**src/rtl/pipe_test_pkg.sv**
```systemverilog
// pipe_test_pkg
// Shared definitions for the pipe benchmark checkers and generators:
//   - mode codes for the reference pattern selector
//   - 32-bit LFSR width, tap positions and next-state helper
//   - default LFSR seed (must be nonzero)
package pipe_test_pkg;

    localparam logic [1:0] MODE_COUNT = 2'b00;
    localparam logic [1:0] MODE_LFSR  = 2'b01;
    localparam logic [1:0] MODE_WALK  = 2'b10;

    localparam int LFSR_W     = 32;
    localparam int LFSR_TAP_A = 31;
    localparam int LFSR_TAP_B = 21;
    localparam int LFSR_TAP_C = 1;
    localparam int LFSR_TAP_D = 0;

    localparam logic [LFSR_W-1:0] DEFAULT_SEED = 32'h0000_0001;

    // Shift left, feedback of the four taps enters at bit 0.
    function automatic logic [LFSR_W-1:0] lfsr_next(input logic [LFSR_W-1:0] s);
        return {s[LFSR_W-2:0], s[LFSR_TAP_A] ^ s[LFSR_TAP_B] ^ s[LFSR_TAP_C] ^ s[LFSR_TAP_D]};
    endfunction

endpackage

```
**src/rtl/pipe_pattern_gen.sv**
```systemverilog
// pipe_pattern_gen
// Reference pattern generator shared by the pipe-in checker and pipe-out source.
// Ports:
//   clk      in   clock
//   reset    in   asynchronous active-high; counter=0, lfsr=SEED, walk=1
//   mode     in   pattern select (00 count, 01 LFSR, 10 walking-ones, 11 = count)
//   advance  in   step the selected pattern by one word
//   expected out  current pattern word, combinational from generator state
module pipe_pattern_gen
    import pipe_test_pkg::*;
#(
    parameter int                DATA_W = 16,
    parameter logic [LFSR_W-1:0] SEED   = DEFAULT_SEED
) (
    input  logic              clk,
    input  logic              reset,
    input  logic [1:0]        mode,
    input  logic              advance,
    output logic [DATA_W-1:0] expected
);

    logic [DATA_W-1:0] count_q, count_d;
    logic [LFSR_W-1:0] lfsr_q,  lfsr_d;
    logic [DATA_W-1:0] walk_q,  walk_d;
    logic [DATA_W-1:0] lfsr_rep;

    // The 32-bit LFSR word is repeated across wider buses; narrower buses
    // take its low bits.
    always_comb begin
        lfsr_rep = '0;
        for (int i = 0; i < DATA_W; i++) begin
            lfsr_rep[i] = lfsr_q[i % LFSR_W];
        end
    end

    always_comb begin
        case (mode)
            MODE_LFSR: expected = lfsr_rep;
            MODE_WALK: expected = walk_q;
            default:   expected = count_q;
        endcase
    end

    // Only the selected pattern steps; the others hold their state.
    always_comb begin
        count_d = count_q;
        lfsr_d  = lfsr_q;
        walk_d  = walk_q;
        if (advance) begin
            case (mode)
                MODE_LFSR: lfsr_d = lfsr_next(lfsr_q);
                MODE_WALK: walk_d = {walk_q[DATA_W-2:0], walk_q[DATA_W-1]};
                default:   count_d = count_q + DATA_W'(1);
            endcase
        end
    end

    always_ff @(posedge clk or posedge reset) begin
        if (reset) begin
            count_q <= '0;
            lfsr_q  <= SEED;
            walk_q  <= DATA_W'(1);
        end else begin
            count_q <= count_d;
            lfsr_q  <= lfsr_d;
            walk_q  <= walk_d;
        end
    end

endmodule

```
**config.mk**
```make
export PLATFORM = sky130hd
export DESIGN_NAME = pipe_pattern_gen
export DESIGN_NICKNAME = d
export VERILOG_FILES = /design/src/rtl/pipe_test_pkg.sv /design/src/rtl/pipe_pattern_gen.sv
export SDC_FILE = /design/constraint.sdc
export NUM_CORES = 1
export LEC_CHECK = 0
export BUFFER_PORTS_ARGS = -buffer_cell sky130_fd_sc_hd__buf_2
export CAP_MARGIN = 20
export CORE_ASPECT_RATIO = 0.75
export CORE_MARGIN = 2
export CORE_UTILIZATION = 34
export DETAILED_ROUTE_END_ITERATION = 8
export MAX_ROUTING_LAYER = met4
export PLACE_DENSITY = 0.6
export SLEW_MARGIN = 20
export SYNTH_ARGS = -nofsm -noshare
export SYNTH_HDL_FRONTEND = slang
export SYNTH_SLANG_ARGS = --single-unit
```
**constraint.sdc**
```tcl
create_clock -name clk -period 2.45 [get_ports clk]
set_clock_uncertainty 0.1 [all_clocks]
set_input_delay 0.49 -clock clk [delete_from_list [all_inputs] [get_ports clk]]
set_output_delay 0.49 -clock clk [all_outputs]
set_load 0.01 [all_outputs]
```
# Word level (Yosys, flattened, before mapping)
# Cells that the tools add are included.
classes:
  add_sub_neg: 1
  eq_ne: 2
  mux: 1
  n_bitwise: 4
  n_reduce_logical: 4
ops:
  columns: ["op", "n"]
  rows:
  - ["$pmux 16 s2", 1]
  - ["$add 16x1->16 const B", 1]
  - ["$reduce_and 2->1", 3]
  - ["$xor 1x1->1", 3]
  - ["$eq 2x1->1 const B", 1]
  - ["$eq 2x2->1 const B", 1]
  - ["$reduce_or 2->1", 1]
  - ["$not 1->1", 1]
word_totals:
  register_bits: 64
  out_inout_bits: 16
  elab_cells: 15

# Longest topological paths before layout
# Gate-level depths: netlist of run 1.
logic_depth:
  depth_word: 4
  depth_mapped: 7
  depth_no_buf: 6

# Worst setup path after synthesis of run 1
# No wires, ideal clock.
synth_timing:
  path_kind: "input-to-output"
  start: "input port mode[1]"
  end: "output port expected[0]"
  t_arrival_ps: 1485
  required_time_ps: 1860
  path_slack_ps: 375
  stages: 6
  n_path_buf: 2
  path_cell_list: "inv_1 ha_1 buf_2 clkbuf_1 a22oi_1 o21ai_0"
synth_via:
  elab_chain_cells: 2
synth_lines:
  columns: ["item", "line", "rtl"]
  rows:
  - ["from (decl)", "pipe_pattern_gen.sv:17", "input logic [1:0] mode,"]
  - ["$eq 2x2->1 / $eq 2x1->1 (equally long branches)", "pipe_pattern_gen.sv:37", "case (mode)"]
  - ["$pmux 16 s2 *", "pipe_pattern_gen.sv:37", null]
  - ["to (decl)", "pipe_pattern_gen.sv:19", "output logic [DATA_W-1:0] expected"]
# Mark *: on every way between the ends. The rest lies on a longest branch, timed or not.

# Worst setup path after layout of run 1
layout_timing:
  start: "input port mode[0]"
  end: "output port expected[14]"
# Same word-level chain as after synthesis.

==> results.rst, run 1 <==
.. list-table::
   :header-rows: 1

   * - Metric
     - Value
   * - Max-cap violations
     - 0
   * - Crit. End Element
     - output pin
   * - Maximum achievable frequency
     - 442.9 MHz
   * - Final cell area excluding filler cells
     - ~3300 um2
   * - I/O pin count
     - 21
   * - Hold Path Class
     - in -> async
   * - Maximum number of buffers from clock root to sink
     - 2
   * - Setup repair bufs after CTS
     - 0
   * - Most frequent cell on the critical path
     - buf_2
   * - Initial Util
     - a little over a third
   * - Run status
     - complete, no violations
   * - Placed Instance Area
     - 3110 um2
   * - Top_reg_cell synth
     - dfrtp_1
   * - Die width
     - roughly 110 um
   * - First DRT Iteration DRCs
     - between 50 and 60
   * - Slowest cell on the critical path
     - ha_1
   * - Proportion of synthesized flip-flops having asynchronous set or reset
     - 100.0%
   * - Layout net count
     - around 260
   * - Gate family responsible for the most delay along the worst path
     - buffers and inverters
   * - Number of clock sinks
     - 64
   * - Area growth from synthesis to final layout
     - 15.41%
   * - WL/cell
     - roughly 15 um
   * - Delay of the slowest cell on the worst path
     - approximately 330 ps
   * - Die Outline Area
     - between 9000 and 10000 um2
   * - I/O Buffers
     - 20
   * - Pre-CTS setup slack
     - ~230 ps
   * - Pwr/cell area
     - between 700 and 800 nW/um2
   * - Clock tree from TritonCTS
     - done
   * - Mean cell area of the mapped netlist
     - 12.75 um2
   * - Critical register-to-register path startpoint
     - count_q[4]
   * - Final setup viols
     - 0
   * - Register-to-register path setup slack
     - approximately 910 ps
   * - EDFF count, synth
     - 0
   * - Hpwl dp
     - ~3700 um
   * - Total iterations of the first detailed-routing run
     - 4
   * - Clock input transition at the sequential cells of the worst setup and hold paths
     - about 70 ps
   * - Cell count after synthesis
     - roughly 220
   * - Remaining routing DRC violations
     - 0
   * - Worst skew pair latency
     - ~340 ps
   * - Pin count of the biggest net entering global routing
     - 33
   * - Number of antenna violations at the first check in global routing
     - 0
   * - Critical Path Sink
     - expected[14]
   * - Max Transition Viols Final
     - 0
   * - Number of warning messages in the yosys log
     - 0
   * - Worst-case vdd ir drop
     - approximately 0.31 mV
   * - Endpoint of the worst register-to-register path
     - count_q[13]
   * - Crit path DAT
     - 1670 ps
   * - Relative slew slack
     - between 70% and 80%
   * - Diode count
     - 0
   * - Layout cell share with drive strength beyond 1
     - approximately 37%
   * - Leakage power
     - approximately 0.0016 uW
   * - Number of global-route vias before repair
     - approximately 1800
   * - CP Depth
     - 7
   * - CP Class
     - in -> out
   * - Final hold vios
     - 0
   * - Sequential element share of the synthesized area
     - between 50% and 60%
   * - Average vias per placed instance
     - between 4 and 5
   * - Deepest level of the CTS H-tree
     - 3
   * - Startpoint type of the worst setup path
     - input port
   * - Total gr overflow
     - 0
   * - CP required
     - around 1900 ps
   * - Top fanout value on the critical path
     - 32
   * - Portion of the clock cycle consumed by the worst path in the final layout
     - a little over 90%
   * - CTS-repair resized insts
     - 0
   * - Synth Register Bits
     - 64
   * - Number of core rows
     - 28
   * - Die extent in y
     - 83.19 um
   * - Final weighted congestion in routability-driven placement
     - 0.7329
   * - Netlist area before placement
     - 2843 um2
   * - Bufs and invs on worst path
     - 4
   * - Post-Route WL
     - between 5000 and 6000 um
   * - Number of distinct standard cells referenced by the synthesized netlist
     - 25
   * - Crit path launch
     - mode[0]
   * - Transition time at the pin with the least slew margin
     - roughly 350 ps
   * - Inserted Clock Buffers
     - 9
   * - Depth of the worst register-to-register path
     - 4
   * - Routed vias
     - roughly 1800
   * - Net count after synthesis
     - between 200 and 250
   * - Placeable core area
     - roughly 8000 um2
   * - Slack of the critical path
     - 191.9 ps
   * - Root buf cell
     - clkbuf_8
   * - Sum of negative setup slack
     - 0 ps
   * - Clock period minus final worst setup slack
     - between 2000 and 2500 ps
   * - Cell-by-cell trace of the critical path
     - buf_2 > inv_1 > ha_1 > buf_12 > a221oi_1 > a21oi_1 > buf_2
   * - Global-route wire length before repair
     - 9025 um
   * - Post-DRT Antenna Nets
     - 0
   * - Unrepaired setup endpoints after global routing
     - false
   * - CTS hold repair buffers
     - 0
   * - Total Routing Usage GR
     - between 10 and 15%
## cell usage in the layout (no fill, tap or decap), types with 6 or more instances in the layout
master,instances
dfrtp_1,62
mux2_2,48
buf_2,20
nand2_1,19
a22oi_1,13
o21ai_0,13
xnor2_1,12
clkbuf_8,11
buf_4,7
xor2_1,6
## cells in the mapped netlist, types with 2 or more instances
library cell	n	area, um2
dfrtp_1	62	1551
mux2_2	48	540.5
nand2_1	19	71.32
a22oi_1	13	97.59
o21ai_0	13	65.06
xnor2_1	12	105.1
buf_2	6	30.03
inv_1	6	22.52
xor2_1	6	52.55
clkbuf_1	5	18.77
nand3_1	4	20.02
nor3_1	4	20.02
a21oi_1	3	15.01
a221oi_1	3	26.28
and4_1	3	26.28
ha_1	3	37.54
and2_1	2	12.51
dfstp_2	2	52.55
nand4_1	2	12.51
nor2_1	2	7.510
## worst reg2reg max path, cell delays in order (launching register included)
cell,delay (ps)
dfrtp_1,450
and4_1,290
nand3_2,180
nor3_1,250
xnor2_1,160
## worst min-delay path by stage
stage	from	to	depth (start not counted)
final	reset	lfsr_q[2]	2
after global routing	reset	lfsr_q[1]	2
after CTS	reset	lfsr_q[1]	2
after detailed placement	reset	lfsr_q[19]	2
after global placement	count_q[15]	count_q[15]	1
after floorplan	count_q[15]	count_q[15]	1
## area by class of cell
type / count / area [um2]
fill: 786 / 4707
sequential: 64 / 1604
multi-input combinational: 141 / 1160
timing repair buffer: 29 / 192.7
clock buffer: 16 / 170.2
tap: 105 / 131.4
inverter: 6 / 22.52
## state kept, by name (all words and copies together), names as in the netlist
signal / count
count_q: 16
lfsr_q: 32
walk_q: 16
## where the power goes
| group | internal [uW] | total, uW | switching, uW |
|---|---|---|---|
| combinational | 185 | 367 | 182 |
| sequential | 1180 | 1310 | 135 |
| clock | 425 | 799 | 373 |
| total | 1790 | 2480 | 690 |
## through the flow
stage	std cells	total power, uW	hold slack, ps	utilization [%]
6_report	361	2478	12.57	41.07
5_1_grt	361	2619	20.93	41.07
4_1_cts	361	2517	3.750	41.07
3_3_place_gp	345	1694	356.9	38.94
2_1_floorplan	223	1562	342.0	-
3_5_place_dp	345	1701	375.3	38.94
## cell families after synthesis
kind of cell,count (synthesis),synth area share [%]
AOI/OAI and AO/OA,32,7.174
and+or+nand+nor,40,7.747
buffers and inverters,18,2.773
DFF,64,56.43
adders and majority gates,3,1.321
muxes,48,19.01
xor gates and xnor gates,18,5.546
## per-layer routing
layer  wire length (um)  GRT usage [%]  vias to the layer above
met4                106          6.214                        0
met2               2116          17.34                       27
met1               2929          19.44                      878
met3                185          4.003                       10
met5                  0              -                        -
li1                   -              -                      846
Power figures use the tool's default switching activity.
==> run 2, diff against run 1 <==
- CORE_MARGIN: 2 -> 4
==> results.rst, run 2 (synthesis results as in run 1) <==
.. list-table::
   :header-rows: 1

   * - Metric
     - Value
   * - Run status
     - complete, no violations
   * - Area growth from synthesis to final layout
     - 16.73%
   * - Max-cap violations
     - 0 (unchanged)
   * - Placeable core area
     - 8023 um2 (+0.44%)
   * - I/O Buffers
     - 20 (unchanged)
   * - Crit. End Element
     - output pin
   * - Cell-by-cell trace of the critical path
     - buf_2 > inv_1 > ha_1 > buf_12 > a221oi_1 > a21oi_1 > buf_2
   * - Final weighted congestion in routability-driven placement
     - 0.7912 (+8.0%)
   * - Die width
     - 113.6 um (+3.7%)
   * - I/O pin count
     - 21 (unchanged)
   * - Placed Instance Area
     - 3115 um2 (+0.16%)
   * - Die extent in y
     - 87.19 um (+4.8%)
   * - Diode count
     - 0 (unchanged)
   * - Layout net count
     - 258 (-0.39%)
   * - Routed vias
     - 1787 (+1.5%)
   * - Initial Util
     - 35.43% (-0.16 points)
   * - Startpoint type of the worst setup path
     - input port
   * - Total gr overflow
     - 0 (unchanged)
   * - Portion of the clock cycle consumed by the worst path in the final layout
     - 89.16% (-3.0 points)
   * - Average vias per placed instance
     - 4.964 (+1.8%)
   * - Endpoint of the worst register-to-register path
     - count_q[11]
   * - Clock tree from TritonCTS
     - done
   * - Crit path DAT
     - 1590 ps (-80 ps)
   * - CP Class
     - in -> out
   * - Total iterations of the first detailed-routing run
     - 4 (unchanged)
   * - Die Outline Area
     - 9903 um2 (+8.6%)
   * - Critical register-to-register path startpoint
     - count_q[4]
   * - Sum of negative setup slack
     - 0 ps (unchanged)
   * - Number of flip-flops under the largest register name
     - 32 (unchanged)
   * - CTS-repair resized insts
     - 0 (unchanged)
   * - Deepest level of the CTS H-tree
     - 3 (unchanged)
   * - Setup repair bufs after CTS
     - 0 (unchanged)
   * - Register-to-register path setup slack
     - 880 ps (-30 ps)
   * - Slack of the critical path
     - 265.6 ps (+73.66 ps)
   * - Pre-CTS setup slack
     - 221.0 ps (-9.629 ps)
   * - CTS hold repair buffers
     - 0 (unchanged)
   * - Top Registers
     - lfsr_q (32), count_q (16), walk_q (16)
   * - Root buf cell
     - clkbuf_8
   * - Pwr/cell area
     - 775.3 nW/um2 (+2.7%)
   * - Most frequent cell on the critical path
     - buf_2
   * - Slowest cell on the critical path
     - ha_1
   * - Pin count of the biggest net entering global routing
     - 34 (+3.0%)
   * - Inserted Clock Buffers
     - 9 (unchanged)
   * - Final hold vios
     - 0 (unchanged)
   * - Clock input transition at the sequential cells of the worst setup and hold paths
     - 60 ps (about the same)
   * - Number of antenna violations at the first check in global routing
     - 0 (unchanged)
   * - WL/cell
     - 15.64 um (+5.8%)
   * - Hold Path Class
     - in -> async
   * - First DRT Iteration DRCs
     - 91 (+63%)
   * - Clock period minus final worst setup slack
     - 2184 ps (-73.66 ps)
   * - Depth of the worst register-to-register path
     - 4 (unchanged)
   * - Worst skew pair latency
     - 340 ps (about the same)
   * - Delay of the slowest cell on the worst path
     - 330 ps (about the same)
   * - Most frequent standard cell in the layout excluding fill and tap cells
     - dfrtp_1
   * - Largest reg by FF count
     - lfsr_q
   * - Hpwl dp
     - 3867 um (+3.6%)
   * - Number of global-route vias before repair
     - 1802 (+2.7%)
   * - Total Routing Usage GR
     - 13.03% (-0.51 points)
   * - Final setup viols
     - 0 (unchanged)
   * - Transition time at the pin with the least slew margin
     - 711.8 ps (+363.9 ps)
   * - Worst hold slack after final layout
     - 164.5 ps (+151.9 ps)
   * - Number of core rows
     - 28 (unchanged)
   * - Maximum number of buffers from clock root to sink
     - 2 (unchanged)
   * - Top fanout value on the critical path
     - 33 (+3.1%)
   * - Layout cell share with drive strength beyond 1
     - 38.43% (+1.7 points)
   * - Number of clock sinks
     - 64 (unchanged)
   * - Count of fill cells added during filler insertion
     - 768 (-2.3%)
   * - Worst-case vdd ir drop
     - 0.2814 mV (-8.1%)
   * - Most frequent cells in the layout
     - dfrtp_1, mux2_2, buf_2
   * - Global-route wire length before repair
     - 9542 um (+5.7%)
   * - Leakage power
     - 0.001601 uW (+1.6%)
   * - Max Transition Viols Final
     - 0 (unchanged)
   * - Post-route total power
     - 2573 uW (+3.8%)
   * - Unrepaired setup endpoints after global routing
     - false
   * - Relative slew slack
     - 52.47% (-24 points)
   * - Final cell area excluding filler cells
     - 3318 um2 (+1.1%)
   * - Post-Route WL
     - 5630 um (+5.5%)
   * - Post-DRT Antenna Nets
     - 0 (unchanged)
   * - CP required
     - 1860 ps (about the same)
   * - Maximum achievable frequency
     - 457.8 MHz (+3.4%)
   * - Remaining routing DRC violations
     - 0 (unchanged)
==> run 2: worst max-delay path: cells and delay by family <==
kind	cells	cell delay (ps)
AOI/OAI and AO/OA	2	320
adders and majority gates	1	330
buffers and inverters	4	460
==> run 2: per-stage QoR <==
stage                     utilization, %  cells
after floorplan                        -    223
after global placement             38.83    344
after detailed placement           38.83    344
after CTS                          41.36    360
after global routing               41.36    360
final                              41.36    360
==> run 2: how the worst max path moves through the flow <==
| stage | startpoint | cells after the start | endpoint | slack [ps] |
|---|---|---|---|---|
| 2_1_floorplan | reset | 1 | count_q[0] | 270 |
| 3_3_place_gp | mode[0] | 8 | count_q[12] | 230 |
| 3_5_place_dp | mode[0] | 8 | count_q[7] | 220 |
| 4_1_cts | mode[0] | 7 | expected[10] | 250 |
| 5_1_grt | mode[0] | 7 | expected[14] | 140 |
| 6_report | mode[0] | 7 | expected[10] | 270 |
==> run 2: per-layer routing <==
layer | routed length [um] | global-route usage [%]
met1 | 2878 | 17.92
met2 | 2435 | 17.37
met3 | 267 | 5.208
met4 | 49 | 4.367
met5 | 0 | -
==> run 2: layout make-up <==
type | instances | area [um2] | share of cell area (%)
tap | 105 | 131.4 | 3.959
multi-input combinational | 141 | 1160 | 34.95
timing repair buffer | 28 | 197.7 | 5.958
clock buffer | 14 | 192.7 | 5.807
inverter | 6 | 22.52 | 0.6787
sequential | 64 | 1604 | 48.34
clock inverter | 2 | 10.01 | 0.3017
==> run 2: report_power, final <==
group	total, uW	leakage, uW	internal [uW]	switching, uW
logic	369	0.000638	187	182
registers	1310	0.000854	1180	133
clock network	894	0.000108	502	392
total	2570	0.00160	1870	707
==> run 3, diff against run 2 <==
==> constraint.sdc (replaced) <==
create_clock -name clk -period 2.45 [get_ports clk]
set_clock_uncertainty 0.1 [all_clocks]
set_input_delay 0.3675 -clock clk [delete_from_list [all_inputs] [get_ports clk]]
set_output_delay 0.3675 -clock clk [all_outputs]
set_load 0.01 [all_outputs]
==> results.rst, run 3 (synthesis results as in run 1) <==
.. list-table::
   :header-rows: 1

   * - Metric
     - Value
   * - Die width
     - 113.6 um (unchanged)
   * - Placed Instance Area
     - 3095 um2 (-0.64%)
   * - Sum of negative setup slack
     - 0 ps (unchanged)
   * - Diode count
     - 0 (unchanged)
   * - Number of global-route vias before repair
     - 1856 (+3.0%)
   * - Remaining routing DRC violations
     - 0 (unchanged)
   * - Critical register-to-register path startpoint
     - count_q[4]
   * - Placeable core area
     - 8023 um2 (unchanged)
   * - Max Transition Viols Final
     - 0 (unchanged)
   * - Layout net count
     - 258 (unchanged)
   * - Total iterations of the first detailed-routing run
     - 5 (+1)
   * - Unrepaired setup endpoints after global routing
     - false
   * - Clock input transition at the sequential cells of the worst setup and hold paths
     - 60 ps (about the same)
   * - Slack of the critical path
     - 461.6 ps (+196.0 ps)
   * - Met2 wire length
     - 2335 um (-4.1%)
   * - Final cell area excluding filler cells
     - 3286 um2 (-0.98%)
   * - Layout cell share with drive strength beyond 1
     - 36.86% (-1.6 points)
   * - Routed vias
     - 1756 (-1.7%)
   * - Total gr overflow
     - 0 (unchanged)
   * - Final setup viols
     - 0 (unchanged)
   * - Run status
     - complete, no violations
   * - Inserted Clock Buffers
     - 9 (unchanged)
   * - Most frequent standard cell in the layout excluding fill and tap cells
     - dfrtp_1
   * - Relative slew slack
     - 61.23% (+8.8 points)
   * - Worst skew pair latency
     - 330 ps (about the same)
   * - Final hold vios
     - 0 (unchanged)
   * - Worst-case vdd ir drop
     - 0.2643 mV (-6.1%)
   * - Highest metal layer used by the detailed router
     - met4
   * - Post-DRT Antenna Nets
     - 0 (unchanged)
   * - Deepest level of the CTS H-tree
     - 3 (unchanged)
   * - Number of flip-flops under the largest register name
     - 32 (unchanged)
   * - Crit path DAT
     - 1520 ps (-70 ps)
   * - Transition time at the pin with the least slew margin
     - 580.6 ps (-131.2 ps)
   * - Post-Route WL
     - 5437 um (-3.4%)
   * - Post-route total power
     - 2529 uW (-1.7%)
   * - Routed metal-1 wire length
     - 2741 um (-4.8%)
   * - Total Routing Usage GR
     - 12.82% (-0.21 points)
   * - Worst hold slack after final layout
     - 383.8 ps (+219.3 ps)
   * - Largest reg by FF count
     - lfsr_q
   * - Crit path launch
     - mode[0]
   * - Startpoint type of the worst setup path
     - input port
   * - Hpwl dp
     - 3770 um (-2.5%)
   * - Crit. End Element
     - output pin
   * - Final weighted congestion in routability-driven placement
     - 0.7928 (+0.20%)
   * - Clock period minus final worst setup slack
     - 1988 ps (-196.0 ps)
   * - I/O Buffers
     - 20 (unchanged)
   * - Pwr/cell area
     - 769.6 nW/um2 (-0.73%)
   * - Global-route wire length before repair
     - 9377 um (-1.7%)
   * - I/O pin count
     - 21 (unchanged)
   * - Area growth from synthesis to final layout
     - 15.58%
   * - Number of clock sinks
     - 64 (unchanged)
   * - Pin count of the biggest net entering global routing
     - 40 (+18%)
   * - First DRT Iteration DRCs
     - 112 (+23%)
   * - Maximum achievable frequency
     - 502.9 MHz (+9.9%)
   * - Count of fill cells added during filler insertion
     - 770 (+0.26%)
   * - Die extent in y
     - 87.19 um (unchanged)
   * - Top Registers
     - lfsr_q (32), count_q (16), walk_q (16)
   * - Max-cap violations
     - 0 (unchanged)
   * - Clock tree from TritonCTS
     - done
   * - WL/cell
     - 15.10 um (-3.4%)
   * - CP Class
     - in -> out
   * - Number of antenna violations at the first check in global routing
     - 0 (unchanged)
   * - Number of core rows
     - 28 (unchanged)
   * - CP required
     - 1980 ps (+120 ps)
   * - Root buf cell
     - clkbuf_8
   * - Pre-CTS setup slack
     - 449.9 ps (+228.9 ps)
   * - Average vias per placed instance
     - 4.878 (-1.7%)
   * - Total length of routed met3 wires
     - 257 um (-3.7%)
   * - Most frequent cells in the layout
     - dfrtp_1, mux2_2, buf_2
   * - Beginning of the worst hold path
     - count_q[15]
   * - Leakage power
     - 0.001581 uW (-1.2%)
   * - Hold Path Class
     - reg -> reg
   * - Maximum number of buffers from clock root to sink
     - 2 (unchanged)
   * - Setup repair bufs after CTS
     - 0 (unchanged)
   * - Initial Util
     - 35.43% (unchanged)
   * - Top fanout value on the critical path
     - 14 (-58%)
   * - Die Outline Area
     - 9903 um2 (unchanged)
   * - Portion of the clock cycle consumed by the worst path in the final layout
     - 81.16% (-8.0 points)
   * - CTS-repair resized insts
     - 0 (unchanged)
run 3: worst max-delay path, stage by stage:
cell      delay [ps]
buf_2            100
inv_1             40
ha_1             320
buf_4            200
a221oi_1         220
a21oi_1          110
buf_2            160
run 3: routing by layer:
layer	GRT usage, %	vias to the layer above
li1	-	846
met1	16.47	871
met2	17.64	28
met3	5.069	11
met4	6.114	0
met5	-	-
run 3: timing repair:
| action | 4_1_cts | 5_1_grt |
|---|---|---|
| hold buffers | 1 | 0 |
| endpoints found under the setup margin | 0 | 0 |
| hold endpoints to repair | 18 | 0 |
run 3: worst paths after layout:
check | to | slack, ps | cells after the start
setup / recovery | expected[10] | 460 | 7
hold / removal | count_q[15] | 380 | 1
setup reg to reg | count_q[13] | 930 | 4
hold reg to reg | count_q[15] | 380 | 1
max in group asynchronous | lfsr_q[0] | 1050 | 4
min in group asynchronous | lfsr_q[25] | 540 | 3
run 3: report_power, final:
part	leakage, uW	switching, uW	internal [uW]
logic	0.000633	181	184
registers	0.000854	141	1180
clock network	0.0000941	380	466
run 3: stage by stage:
step	util [%]	instances
3_5_place_dp	38.58	343
6_report	40.95	360
4_1_cts	40.95	360
2_1_floorplan	-	223
3_3_place_gp	38.58	343
5_1_grt	40.95	360
run 3: cell type report:
type | instances | area (um2) | share of cell area, %
clock inverters | 4 | 45.04 | 1.371
well taps | 105 | 131.4 | 3.998
flip-flops and latches | 64 | 1604 | 48.82
repair buffers | 28 | 187.7 | 5.712
multi-input cells | 141 | 1160 | 35.30
clock buffers | 12 | 135.1 | 4.113
inverters | 6 | 22.52 | 0.6855
